<file path="config.mk">
export PLATFORM = sky130hd
export DESIGN_NAME = jt08_adpcm_rdiv
export DESIGN_NICKNAME = d
export VERILOG_FILES = /design/src/rtl/jt08_adpcm_rdiv.sv
export SDC_FILE = /design/constraint.sdc
export NUM_CORES = 1
export LEC_CHECK = 0
export BUFFER_PORTS_ARGS = -buffer_cell sky130_fd_sc_hd__buf_2
export CAP_MARGIN = 20
export CELL_PAD_IN_SITES_DETAIL_PLACEMENT = 1
export CELL_PAD_IN_SITES_GLOBAL_PLACEMENT = 1
export CORE_ASPECT_RATIO = 1.1
export CORE_MARGIN = 4
export CORE_UTILIZATION = 40
export DETAILED_ROUTE_END_ITERATION = 8
export PLACE_DENSITY_LB_ADDON = 0.1
export SETUP_SLACK_MARGIN = 0.05
export SYNTH_ARGS = -nofsm -noshare
export SYNTH_HDL_FRONTEND = slang
export SYNTH_SLANG_ARGS = --single-unit
</file>
<file path="constraint.sdc">
create_clock -name clk -period 2.7 [get_ports clk]
set_input_delay 0.135 -clock clk [delete_from_list [all_inputs] [get_ports clk]]
set_output_delay 0.135 -clock clk [all_outputs]
set_load 0.01 [all_outputs]
</file>
<file path="src/rtl/jt08_adpcm_rdiv.sv">
// Restoring serial fractional divider: q = floor(n * 2^DW / a), one quotient bit per cen cycle.
// Define JT08_ADPCM_RDIV_ROUND_EN to add a guard iteration that rounds to nearest (ties up).
module jt08_adpcm_rdiv #(
  parameter int DW = 16
) (
  input  logic          clk,
  input  logic          rst_n,
  input  logic          cen,
  input  logic          start,
  input  logic [DW-1:0] n,
  input  logic [DW-1:0] a,
  output logic [DW-1:0] q,
  output logic          working,
  output logic          done,
  output logic          ovf
);

`ifdef JT08_ADPCM_RDIV_ROUND_EN
  localparam int ITER = DW + 1;
`else
  localparam int ITER = DW;
`endif
  localparam int CW = $clog2(ITER + 1);
  localparam logic [CW-1:0] ITER_C = CW'(ITER);

  logic [DW-1:0] rem_q, rem_d;
  logic [DW-1:0] div_q;
  logic [CW-1:0] cnt_q;
  logic [DW-1:0] q_q, q_shift_d, q_last_d;
  logic          working_q, done_q, ovf_q;
  logic [DW:0]   t_d;
  logic          ge_d;
  logic          last_d;

`ifdef JT08_ADPCM_RDIV_ROUND_EN
  // Adds the guard bit to the truncated quotient without wrapping past all ones.
  function automatic logic [DW-1:0] round_sat(input logic [DW-1:0] qt, input logic g);
    logic [DW:0] s;
    s = {1'b0, qt} + {{DW{1'b0}}, g};
    return s[DW] ? '1 : s[DW-1:0];
  endfunction
`endif

  always_comb begin
    t_d       = {rem_q, 1'b0};
    ge_d      = (t_d >= {1'b0, div_q});
    rem_d     = ge_d ? DW'(t_d - {1'b0, div_q}) : t_d[DW-1:0];
    last_d    = (cnt_q == CW'(1));
    q_shift_d = {q_q[DW-2:0], ge_d};
`ifdef JT08_ADPCM_RDIV_ROUND_EN
    q_last_d  = round_sat(q_q, ge_d);
`else
    q_last_d  = q_shift_d;
`endif
  end

  always_ff @(posedge clk or negedge rst_n) begin
    if (!rst_n) begin
      rem_q     <= '0;
      div_q     <= '0;
      cnt_q     <= '0;
      q_q       <= '0;
      working_q <= 1'b0;
      done_q    <= 1'b0;
      ovf_q     <= 1'b0;
    end else if (cen) begin
      if (start) begin
        // Quotient would not fit a pure fraction: saturate immediately.
        if (a == '0 || n >= a) begin
          q_q       <= '1;
          ovf_q     <= 1'b1;
          done_q    <= 1'b1;
          working_q <= 1'b0;
        end else begin
          rem_q     <= n;
          div_q     <= a;
          q_q       <= '0;
          cnt_q     <= ITER_C;
          ovf_q     <= 1'b0;
          done_q    <= 1'b0;
          working_q <= 1'b1;
        end
      end else if (working_q) begin
        rem_q <= rem_d;
        cnt_q <= cnt_q - CW'(1);
        q_q   <= last_d ? q_last_d : q_shift_d;
        if (last_d) begin
          working_q <= 1'b0;
          done_q    <= 1'b1;
        end
      end
    end
  end

  assign q       = q_q;
  assign working = working_q;
  assign done    = done_q;
  assign ovf     = ovf_q;

endmodule

</file>
==> results of run 1 <==
## cells in the mapped netlist, drive strengths merged (4+ instances only)
cell type and count:
a21oi 26, nand2 44, nor3 13, a211oi 6, nor2b 5, a21o 12, xor2 4, o21a 4
o21ai 39, clkbuf 10, xnor2 7, nand3 4, nor4 4, o31ai 6, mux2 7, inv 41
dfrtp 56, o22a 7, nor2 46, buf 11, ha 34, o22ai 15, a31oi 5, nand2b 11
## sequential cells by signal (all words and copies together), names as in the netlist
register  flops
q            16
done          1
working       1
cnt_q         5
ovf           1
div_q        16
rem_q        16
## stage by stage
step	cell area (um2)	hold WS (ps)	setup slack (ps)	TNS, ps	power [mW]
after floorplan	3939	-160.6	179.1	0	3.460
after global placement	4464	189.7	38.60	0	4.313
after detailed placement	4464	200.7	-48.23	-201.7	4.415
after CTS	4613	35.07	45.94	0	5.086
after global routing	4810	68.60	11.77	0	5.892
final	4810	50.79	104.8	0	5.449
## cells in the final DEF (no fill, tap or decap), drive strengths merged, types with 5 or more instances in the layout
cell type and count:
a211oi 6, a21o 12, a21oi 26, a31oi 5
buf 89, clkbuf 8, dfrtp 56, ha 34
inv 41, mux2 7, nand2 44, nand2b 11
nor2 46, nor2b 5, nor3 13, o21ai 39
o22a 7, o22ai 15, o31ai 6, xnor2 7
## routing by layer
layer	up-vias	GRT usage, %
met1	1842	28.52
met3	8	2.921
met5	-	0
met4	0	4.374
li1	1773	-
met2	56	36.56
## worst max-delay path by stage
stage | from | endpoint | slack, ps | cells after the start
after floorplan | rem_q[13]$_DFFE_PN0P_ | rem_q[10]$_DFFE_PN0P_ | 180 | 10
after global placement | a[0] | rem_q[15]$_DFFE_PN0P_ | 40 | 10
after detailed placement | a[0] | rem_q[15]$_DFFE_PN0P_ | -50 | 10
after CTS | rem_q[11]$_DFFE_PN0P_ | rem_q[6]$_DFFE_PN0P_ | 50 | 9
after global routing | div_q[14]$_DFFE_PN0P_ | rem_q[5]$_DFFE_PN0P_ | 10 | 10
final | div_q[14]$_DFFE_PN0P_ | rem_q[4]$_DFFE_PN0P_ | 100 | 10
## repair_timing
item,in CTS,in global routing
gates cloned,0,1
endpoints found under the setup margin,10,14
buffers inserted,4,6
endpoints found under the hold margin,25,0
hold buffers,1,0
pin swaps,1,6
resized for setup,4,23
## worst max-delay path, cell delays in order (launching register included)
cell and delay, ps:
dfrtp_1 390, inv_2 90, ha_4 210, a21o_1 160, a211o_1 300, a311o_1 350
o21ai_2 250, buf_4 190, mux2_1 330, o22ai_1 130, o21ai_1 80
## cell families after synthesis
| family | synth area share, % |
|---|---|
| AOI/OAI and AO/OA | 25.16 |
| xor gates and xnor gates | 2.446 |
| buffers and inverters | 6.512 |
| adders and majority gates | 11.31 |
| DFF | 35.58 |
| muxes | 2.509 |
| and+or+nand+nor | 16.49 |
## power by group through the flow
stage	combinational [mW]	sequential [mW]	clock, mW
after global placement	2.98	1.33	0
after global routing	3.96	1.38	0.561
after detailed placement	3.07	1.34	0
after CTS	3.23	1.32	0.534
after floorplan	2.14	1.32	0
final	3.61	1.33	0.508
## layout make-up
cell class	instances	area share, %
Sequential cell	56	29.16
Multi-Input combinational cell	338	49.90
Timing Repair Buffer	91	12.75
Clock inverter	1	0.1561
Clock buffer	7	1.795
Inverter	41	3.200
Tap cell	117	3.044
==> tab_implementation.tex, run 1 <==
\begin{tabular}{lr}
\hline
Metric & Value \\
\hline
\multicolumn{2}{l}{\textbf{Status}} \\
Result of the run & finished, final reports clean \\
\multicolumn{2}{l}{\textbf{Worst setup path}} \\
CP Data Arrival Time & roughly 2800 ps \\
CP Capture Type & flop \\
Register-to-register setup slack & 100 ps \\
Worst setup path category & reg -> reg \\
Reg2reg start & div\_q[14]\$\_DFFE\_PN0P\_ \\
Endpoint of the lowest-slack register-to-register path & rem\_q[4]\$\_DFFE\_PN0P\_ \\
Max Fanout on Critical Path & 4 \\
Startpoint class of the critical path & flop \\
R2R depth & 10 \\
Critical path required time & $\sim$2900 ps \\
\multicolumn{2}{l}{\textbf{Synth}} \\
Synthesis-stage register bit count & 56 \\
Distinct cell type count after synthesis & 60 \\
Total nets after synthesis & about 530 \\
Number of synthesized flops with an enable pin & 0 \\
Synth warn & 0 \\
Main synth FF type & dfrtp\_1 \\
Area share of the largest cell type after synthesis & between 30 and 40\% \\
Summed instance area of the synthesized netlist & $\sim$3900 um2 \\
Mean area per synthesized cell & 8.638 um2 \\
Synth area leaders & dfrtp\_1 (36\%), ha\_1 (11\%), nor2\_1 (4.4\%) \\
Register area share after synthesis & 35.58\% \\
Cell taking the most area after synthesis & dfrtp\_1 \\
Syn Inst Count & 456 \\
Proportion of register bits with asynchronous set or reset after synthesis & 100.0\% \\
\multicolumn{2}{l}{\textbf{STA}} \\
Number of hold violations in the final report & 0 \\
Setup repair after global routing missed its margin & yes \\
Actual transition at the worst max-transition pin & 657.7 ps \\
Final count of negative-setup-slack endpoints & 0 \\
Normalized max-slew margin & 56.15\% \\
Period utilization & 96.12\% \\
Fin. max-slew vios & 0 \\
Clock Skews & 8.157 ps \\
Peak Freq & 385.3 MHz \\
Final critical-path required period & 2595 ps \\
\multicolumn{2}{l}{\textbf{Final layout}} \\
Area Overhead vs Synth & 22.11\% \\
Non-Filler Instances & 651 \\
Antenna diode count & 0 \\
FF+latch area & 1403 um2 \\
Final Util & 50.68\% \\
Layout cells sized above 1 & 25.28\% \\
Net count, final & 604 \\
Area used by multi-input combinational logic & 2400 um2 \\
Fillers & 1130 \\
\multicolumn{2}{l}{\textbf{Routing}} \\
Routed met1 length & 5.401 mm \\
Routed WL per cell & 18.36 um \\
Routed vias/inst & 5.651 \\
Number of vias after detailed routing & 3679 \\
Met3 routed WL & approximately 350 um \\
Number of violations reported at the end of detailed-routing iteration 0 & 102 \\
Wire length reported by the detailed router & 11.95 mm \\
DRC violation count after routing & 0 \\
Post-DRT Antenna Nets & 0 \\
Total met2 wirelength after detailed routing & 6.080 mm \\
Max layer used & met4 \\
TritonRoute pass-1 iters & 4 \\
\multicolumn{2}{l}{\textbf{Clock network}} \\
CTS sink cnt & between 50 and 60 \\
Clock latency on the worst-skew pair & 320 ps \\
TritonCTS clock tree & yes \\
CTS buffer count & 5 \\
Post-CTS clock slew at the launch and capture registers of the worst setup and hold paths & 110 ps \\
\# H-tree levels & 2 \\
Master cell of the clock root buffer & clkbuf\_8 \\
Maximum number of buffers from clock root to sink & 2 \\
\multicolumn{2}{l}{\textbf{Placement}} \\
Port Buffer Count & 54 \\
GPL Wtd Cong & 0.8029 \\
Placed cell count & 630 \\
Final HPWL from detailed placement & $\sim$9.0 mm \\
\multicolumn{2}{l}{\textbf{Die}} \\
Floorplan die height & around 110 um \\
Core Footprint & 9490 um2 \\
Area enclosed by the die boundary & 11500 um2 \\
Effective utilization at floorplan & 41.50\% \\
Num ports & 55 \\
FP Rows & 37 \\
X dimension of the die & 102.6 um \\
\multicolumn{2}{l}{\textbf{Global route}} \\
GRT Util Overall & 21.34\% \\
Pin count of the biggest net entering global routing & 39 \\
Number of antenna violations at the first check in global routing & 0 \\
Vias in the first global route & 3887 \\
Congestion Overflow GR & 0 \\
Global-route wire length before repair & 19.55 mm \\
\multicolumn{2}{l}{\textbf{Min path}} \\
Worst hold stages & 3 \\
Worst min-delay path startpoint & a[15] \\
Type of the most critical hold path & in -> reg \\
Endpoint with the worst hold slack & div\_q[15]\$\_DFFE\_PN0P\_ \\
\multicolumn{2}{l}{\textbf{Power}} \\
Switching share of total power & 43.79\% \\
Combinational fraction of design power & between 60\% and 70\% \\
Power share of the sequential group & 24.5\% \\
Cell area power density & around 1100 nW/um2 \\
Net switching power & 2.386 mW \\
Leakage power of the design & 2.296 nW \\
Clock power share & 9.3\% \\
Worst ir drop on vdd & 0.0003557 V \\
Power Internal & 3.063 mW \\
\multicolumn{2}{l}{\textbf{Run}} \\
Max-cap check violation count & 0 \\
\hline
\end{tabular}
Power figures use the tool's default switching activity.
==> run 2, diff against run 1 <==
CORE_UTILIZATION = 47   (was 40)
clock period = 3 ns   (was 2.7 ns; I/O delays follow)
==> run 2 against run 1 <==
Cell area shrank 7.0%. Register-to-register slack better by 120 ps. Setup slack improved by 120 ps. Via count down 2.7%. Global-route usage grew 2.7 points. Critical path depth down 1. Maximum frequency shrank 6.4%. Worst hold slack improved by 15 ps. Critical path type unchanged. Critical endpoint is now rem_q[3]$_DFFE_PN0P_.
==> tab_implementation.tex, run 2 (synthesis gave the netlist of run 1 again) <==
\begin{tabular}{lr}
\hline
Metric & Value \\
\hline
\multicolumn{2}{l}{\textbf{Global route}} \\
Number of antenna violations at the first check in global routing & 0 (unchanged) \\
GRT Util Overall & 24.06\% (+2.7 points) \\
Global-route wire length before repair & 18.95 mm (-3.0\%) \\
Vias in the first global route & 3881 (-0.15\%) \\
Congestion Overflow GR & 0 (unchanged) \\
Pin count of the biggest net entering global routing & 46 (+18\%) \\
\multicolumn{2}{l}{\textbf{Final layout}} \\
FF+latch area & 1401 um2 (about the same) \\
Area used by multi-input combinational logic & 2287 um2 (-4.7\%) \\
Layout cells sized above 1 & 18.04\% (-7.2 points) \\
Fillers & 992 (-12\%) \\
Area Overhead vs Synth & 13.60\% \\
Most common cell after layout, fill and taps aside & dfrtp\_1 \\
Net count, final & 580 (-4.0\%) \\
Leading cell types in the layout, fill and taps excluded & dfrtp\_1 (56), buf\_2 (54), nor2\_1 (46), nand2\_1 (44), inv\_1 (41) \\
Antenna diode count & 0 (unchanged) \\
\multicolumn{2}{l}{\textbf{Run}} \\
Max-cap check violation count & 0 (unchanged) \\
\multicolumn{2}{l}{\textbf{Routing}} \\
TritonRoute pass-1 iters & 4 (unchanged) \\
Routed WL per cell & 18.62 um (+1.4\%) \\
Wire length reported by the detailed router & 11.51 mm (-3.7\%) \\
Number of vias after detailed routing & 3579 (-2.7\%) \\
Routed vias/inst & 5.791 (+2.5\%) \\
Post-DRT Antenna Nets & 0 (unchanged) \\
Number of violations reported at the end of detailed-routing iteration 0 & 131 (+28\%) \\
DRC violation count after routing & 0 (unchanged) \\
\multicolumn{2}{l}{\textbf{Die}} \\
Floorplan die height & 104.0 um (-7.2\%) \\
Area enclosed by the die boundary & 9911 um2 (-14\%) \\
Core Footprint & 8040 um2 (-15\%) \\
X dimension of the die & 95.29 um (-7.1\%) \\
Effective utilization at floorplan & 48.99\% (+7.5 points) \\
Num ports & 55 (unchanged) \\
FP Rows & 34 (-8.1\%) \\
\multicolumn{2}{l}{\textbf{Placement}} \\
Final HPWL from detailed placement & 8.910 mm (-0.49\%) \\
GPL Wtd Cong & 0.8560 (+6.6\%) \\
Port Buffer Count & 54 (unchanged) \\
Pre-CTS setup slack & 149.8 ps (+198.0 ps) \\
\multicolumn{2}{l}{\textbf{Power}} \\
Switching share of total power & 45.74\% (+2.0 points) \\
Clock power share & 10.5\% (+1.2 points) \\
Power Internal & 2.332 mW (-24\%) \\
Net switching power & 1.966 mW (-18\%) \\
Worst ir drop on vdd & 0.0003266 V (-8.2\%) \\
Combinational fraction of design power & 61.5\% (-4.7 points) \\
Cell area power density & 960.7 nW/um2 (-15\%) \\
Power share of the sequential group & 27.9\% (+3.4 points) \\
Leakage power of the design & 2.143 nW (-6.6\%) \\
\multicolumn{2}{l}{\textbf{STA}} \\
Fin. max-slew vios & 0 (unchanged) \\
Final critical-path required period & 2773 ps (+177.4 ps) \\
Number of hold violations in the final report & 0 (unchanged) \\
Peak Freq & 360.7 MHz (-6.4\%) \\
Actual transition at the worst max-transition pin & 654.4 ps (-3.340 ps) \\
Clock Skews & 10.53 ps (+2.377 ps) \\
Normalized max-slew margin & 55.97\% (-0.18 points) \\
Setup TNS after final layout & 0 ps (unchanged) \\
Worst Setup Slack, final & 227.4 ps (+122.6 ps) \\
Period utilization & 92.42\% (-3.7 points) \\
Final count of negative-setup-slack endpoints & 0 (unchanged) \\
Setup repair after global routing missed its margin & no \\
\multicolumn{2}{l}{\textbf{Worst setup path}} \\
Critical-path cell list & ha\_1 > a21o\_1 > a211o\_1 > a311o\_1 > o21ai\_2 > buf\_4 > mux2\_2 > o22ai\_1 > o21ai\_0 \\
Startpoint class of the critical path & flop \\
Delay of the slowest cell on the worst path & 440 ps (+50 ps) \\
Worst setup path category & reg -> reg \\
Reg2reg start & rem\_q[13]\$\_DFFE\_PN0P\_ \\
Worst Setup SP & rem\_q[13]\$\_DFFE\_PN0P\_ \\
Number of buffer and inverter instances along the worst setup path & 1 (-1) \\
CP Capture Type & flop \\
Critical path required time & 3200 ps (+290 ps) \\
Max Fanout on Critical Path & 14 (+10) \\
CP Data Arrival Time & 2970 ps (+170 ps) \\
Critical path's top delay family & compound AO/OA/AOI/OAI gates \\
Library cell contributing the largest single delay on the critical path & dfrtp\_1 \\
\multicolumn{2}{l}{\textbf{Clock network}} \\
Clock latency on the worst-skew pair & 320 ps (about the same) \\
Master cell of the clock root buffer & clkbuf\_8 \\
Setup fix buffers added after clock tree synthesis & 0 (-4) \\
Maximum number of buffers from clock root to sink & 2 (unchanged) \\
CTS sink cnt & 56 (unchanged) \\
CTS buffer count & 5 (unchanged) \\
\# H-tree levels & 2 (unchanged) \\
Post-CTS clock slew at the launch and capture registers of the worst setup and hold paths & 110 ps (about the same) \\
TritonCTS clock tree & yes \\
\multicolumn{2}{l}{\textbf{Min path}} \\
Worst min-delay path startpoint & a[15] \\
Type of the most critical hold path & in -> reg \\
\multicolumn{2}{l}{\textbf{Status}} \\
Result of the run & finished, final reports clean \\
\hline
\end{tabular}
==> run 2: timing repair <==
| item | CTS | global route |
|---|---|---|
| hold buffers | 0 | 1 |
| endpoints found under the hold margin | 0 | 22 |
| endpoints found under the setup margin | 0 | 3 |
| resized for setup | 0 | 1 |
==> run 2: power by group through the flow <==
stage / Sequential [mW] / Combinational, mW / Clock, mW
floorplan: 1.19 / 1.92 / 0
global placement: 1.20 / 2.50 / 0
detailed placement: 1.22 / 2.60 / 0
CTS: 1.20 / 2.62 / 0.473
global route: 1.24 / 2.92 / 0.491
finish: 1.20 / 2.65 / 0.453
==> run 2: layer usage <==
layer	vias up	wire (um)	global-route usage, %
met4	0	276	7.629
met5	-	0	0
met1	1767	4992	29.37
met3	17	311	2.605
met2	70	5926	43.22
li1	1725	-	-
==> run 2: layout make-up <==
class                           count  area share (%)
Clock inverter                      3          0.5593
Tap cell                          108           3.020
Clock buffer                        5           1.538
Sequential cell                    56           31.32
Timing Repair Buffer               67           9.004
Inverter                           41           3.440
Multi-Input combinational cell    338           51.12
==> run 2: worst paths after layout <==
check	end	slack (ps)	cells past startpoint
max in group asynchronous	rem_q[11]$_DFFE_PN0P_	2010	3
min in group asynchronous	ovf$_DFFE_PN0P_	380	2
worst max register to register	rem_q[3]$_DFFE_PN0P_	230	9
worst min-delay path	div_q[15]$_DFFE_PN0P_	70	3
worst min register to register	ovf$_DFFE_PN0P_	510	2
worst max-delay path	rem_q[3]$_DFFE_PN0P_	230	9
==> run 2: tightest hold or removal path, stage by stage <==
cell and delay [ps]:
buf_2 100, nand2_1 40, o21ai_0 60
==> run 2: metrics by stage <==
step	hold WS [ps]	cell area (um2)	total power, mW	std cells	utilization [%]
detailed placement	395.0	4337	3.817	608	53.94
global route	70.64	4474	4.649	618	55.65
CTS	28.00	4431	4.292	616	55.10
global placement	384.7	4337	3.697	608	53.94
floorplan	-145.6	3939	3.114	456	-
finish	65.99	4474	4.299	618	55.65
==> run 3, diff against run 2 <==
HOLD_SLACK_MARGIN = 0.15   (was not set)
==> run 3 against run 2 <==
First-iteration DRC count fell by 15%. Final cell count up 4.2%. Combinational power hardly changed. Critical endpoint is now rem_q[8]$_DFFE_PN0P_.
==> tab_implementation.tex, run 3 (synthesis gave the netlist of run 1 again) <==
\begin{tabular}{lr}
\hline
Metric & Value \\
\hline
\multicolumn{2}{l}{\textbf{Die}} \\
Core Footprint & 8040 um2 (unchanged) \\
X dimension of the die & 95.29 um (unchanged) \\
Num ports & 55 (unchanged) \\
Area enclosed by the die boundary & 9911 um2 (unchanged) \\
FP Rows & 34 (unchanged) \\
Effective utilization at floorplan & 48.99\% (unchanged) \\
Floorplan die height & 104.0 um (unchanged) \\
\multicolumn{2}{l}{\textbf{Placement}} \\
Cell area reported after detailed placement & 4337 um2 (unchanged) \\
GPL Wtd Cong & 0.8560 (unchanged) \\
Final HPWL from detailed placement & 8.910 mm (unchanged) \\
Port Buffer Count & 54 (unchanged) \\
Pre-CTS setup slack & 149.8 ps (unchanged) \\
\multicolumn{2}{l}{\textbf{Power}} \\
Leakage power of the design & 2.248 nW (+4.9\%) \\
Worst ir drop on vdd & 0.0003242 V (-0.73\%) \\
Cell area power density & 917.2 nW/um2 (-4.5\%) \\
\multicolumn{2}{l}{\textbf{Routing}} \\
Number of violations reported at the end of detailed-routing iteration 0 & 112 (-15\%) \\
Routed WL per cell & 18.86 um (+1.3\%) \\
Wire length reported by the detailed router & 12.15 mm (+5.5\%) \\
DRC violation count after routing & 0 (unchanged) \\
Post-DRT Antenna Nets & 0 (unchanged) \\
Number of vias after detailed routing & 3683 (+2.9\%) \\
Routed vias/inst & 5.719 (-1.2\%) \\
TritonRoute pass-1 iters & 4 (unchanged) \\
\multicolumn{2}{l}{\textbf{Final layout}} \\
Most common cell after layout, fill and taps aside & dfrtp\_1 \\
Layout cells sized above 1 & 17.94\% (-0.095 points) \\
Area Overhead vs Synth & 19.95\% \\
Final Util & 58.76\% (+3.1 points) \\
Fillers & 975 (-1.7\%) \\
Net count, final & 605 (+4.3\%) \\
Design Area, Final & 4725 um2 (+5.6\%) \\
Leading cell types in the layout, fill and taps excluded & dfrtp\_1 (56), buf\_2 (54), nor2\_1 (46), nand2\_1 (44), inv\_1 (41) \\
\multicolumn{2}{l}{\textbf{Worst setup path}} \\
Library cell contributing the largest single delay on the critical path & dlygate4sd3\_1 \\
CP Data Arrival Time & 3030 ps (+60 ps) \\
Max Fanout on Critical Path & 16 (+2) \\
Critical-path cell list & dlygate4sd3\_1 > buf\_2 > inv\_1 > ha\_1 > a211o\_1 > a2111oi\_4 > o21ai\_2 > a2111oi\_4 > nor3\_2 > buf\_4 > nor3\_1 > a221oi\_2 \\
Number of buffer and inverter instances along the worst setup path & 4 (+3) \\
Most Frequent Cell on Critical Path & a2111oi\_4 \\
Critical path required time & 3200 ps (about the same) \\
Delay of the slowest cell on the worst path & 530 ps (+90 ps) \\
Worst setup path category & in -> reg \\
Critical path's top delay family & compound AO/OA/AOI/OAI gates \\
Register-to-register setup slack & 220 ps (about the same) \\
Startpoint class of the critical path & input pin \\
Worst Setup SP & a[10] \\
CP Capture Type & flop \\
R2R depth & 9 (unchanged) \\
Critical Path Stages & 12 (+3) \\
CP endpoint & rem\_q[8]\$\_DFFE\_PN0P\_ \\
Reg2reg start & rem\_q[13]\$\_DFFE\_PN0P\_ \\
Endpoint of the lowest-slack register-to-register path & rem\_q[5]\$\_DFFE\_PN0P\_ \\
\multicolumn{2}{l}{\textbf{Global route}} \\
Vias in the first global route & 4043 (+4.2\%) \\
Congestion Overflow GR & 0 (unchanged) \\
Pin count of the biggest net entering global routing & 46 (unchanged) \\
Global-route wire length before repair & 19.89 mm (+4.9\%) \\
Number of antenna violations at the first check in global routing & 1 (+1) \\
GRT Util Overall & 25.33\% (+1.3 points) \\
\multicolumn{2}{l}{\textbf{Clock network}} \\
Clock latency on the worst-skew pair & 320 ps (about the same) \\
CTS sink cnt & 56 (unchanged) \\
TritonCTS clock tree & yes \\
CTS buffer count & 5 (unchanged) \\
Master cell of the clock root buffer & clkbuf\_8 \\
\# H-tree levels & 2 (unchanged) \\
Post-CTS clock slew at the launch and capture registers of the worst setup and hold paths & 110 ps (about the same) \\
Maximum number of buffers from clock root to sink & 2 (unchanged) \\
\multicolumn{2}{l}{\textbf{Run}} \\
Max-cap check violation count & 0 (unchanged) \\
\multicolumn{2}{l}{\textbf{STA}} \\
Number of hold violations in the final report & 0 (unchanged) \\
Final critical-path required period & 2831 ps (+58.23 ps) \\
Final count of negative-setup-slack endpoints & 0 (unchanged) \\
Worst Setup Slack, final & 169.2 ps (-58.23 ps) \\
Period utilization & 94.36\% (+1.9 points) \\
Normalized max-slew margin & 49.13\% (-6.8 points) \\
Setup repair after global routing missed its margin & no \\
Fin. max-slew vios & 0 (unchanged) \\
Clock Skews & 9.616 ps (-0.9181 ps) \\
Actual transition at the worst max-transition pin & 756.1 ps (+101.7 ps) \\
Setup TNS after final layout & 0 ps (unchanged) \\
Peak Freq & 353.3 MHz (-2.1\%) \\
\multicolumn{2}{l}{\textbf{Status}} \\
Result of the run & finished, final reports clean \\
\multicolumn{2}{l}{\textbf{Min path}} \\
Type of the most critical hold path & in -> reg \\
\hline
\end{tabular}
==> run 3: changes by cell type in the layout (fill, tap and decap cells not counted) <==
cell           previous run  this run
dlygate4sd3_1             1        24
buf_12                    1         2
buf_16                    1         0
buf_4                    10        12
a211oi_2                  0         1
or3_4                     0         1
a211oi_1                  6         5
or3_1                     2         1
diode_2                   0         1
==> run 3: tightest hold or removal path, stage by stage <==
cell and delay, ps:
buf_2 100, a221oi_1 70, o21ai_0 130
==> run 3: layout make-up <==
type,count,area [um2],share of cell area [%]
flip-flops and latches,56,1401,29.66
repair buffers,92,640.6,13.56
diodes,1,2.502,0.05297
inverters,41,153.9,3.257
multi-input cells,338,2297,48.62
well taps,108,135.1,2.860
clock inverters,3,25.02,0.5297
clock buffers,5,68.82,1.457
==> run 3: metrics by stage <==
| step | std cells | hold WS (ps) | total power, mW |
|---|---|---|---|
| floorplan | 456 | -145.6 | 3.114 |
| global route | 644 | 172.7 | 4.687 |
| detailed placement | 608 | 395.0 | 3.817 |
| CTS | 640 | 152.1 | 4.316 |
| finish | 644 | 159.6 | 4.333 |
| global placement | 608 | 384.7 | 3.697 |
==> run 3: where the power goes <==
part	leakage [nW]	total (mW)	switching (mW)	internal, mW
Clock	0.0452	0.456	0.285	0.171
Sequential	0.682	1.20	0.205	0.997
Combinational	1.52	2.67	1.49	1.19
Total	2.25	4.33	1.98	2.36
==> run 3: routing by layer <==
| layer | GRT usage, % | vias to the layer above | wire [um] |
|---|---|---|---|
| met5 | 0 | - | 0 |
| met4 | 9.175 | 0 | 346 |
| met3 | 2.967 | 23 | 311 |
| met2 | 45.27 | 66 | 6262 |
| met1 | 30.48 | 1816 | 5224 |
| li1 | - | 1778 | - |
==> run 3: worst min path at each step <==
stage | startpoint | endpoint | slack, ps | depth (start not counted)
after floorplan | rst_n | cnt_q[0]$_DFFE_PN0P_ | -150 | 0
after detailed placement | rst_n | ovf$_DFFE_PN0P_ | 400 | 1
after global routing | n[13] | rem_q[13]$_DFFE_PN0P_ | 170 | 3
after CTS | n[6] | rem_q[6]$_DFFE_PN0P_ | 150 | 3
after global placement | a[13] | div_q[13]$_DFFE_PN0P_ | 380 | 3
final | n[13] | rem_q[13]$_DFFE_PN0P_ | 160 | 3
==> run 3: repair_timing <==
item,in CTS,in global routing
hold endpoints to repair,67,0
gates resized for setup,0,3
buffers inserted,0,2
setup endpoints to repair,0,20
hold buffers,24,0
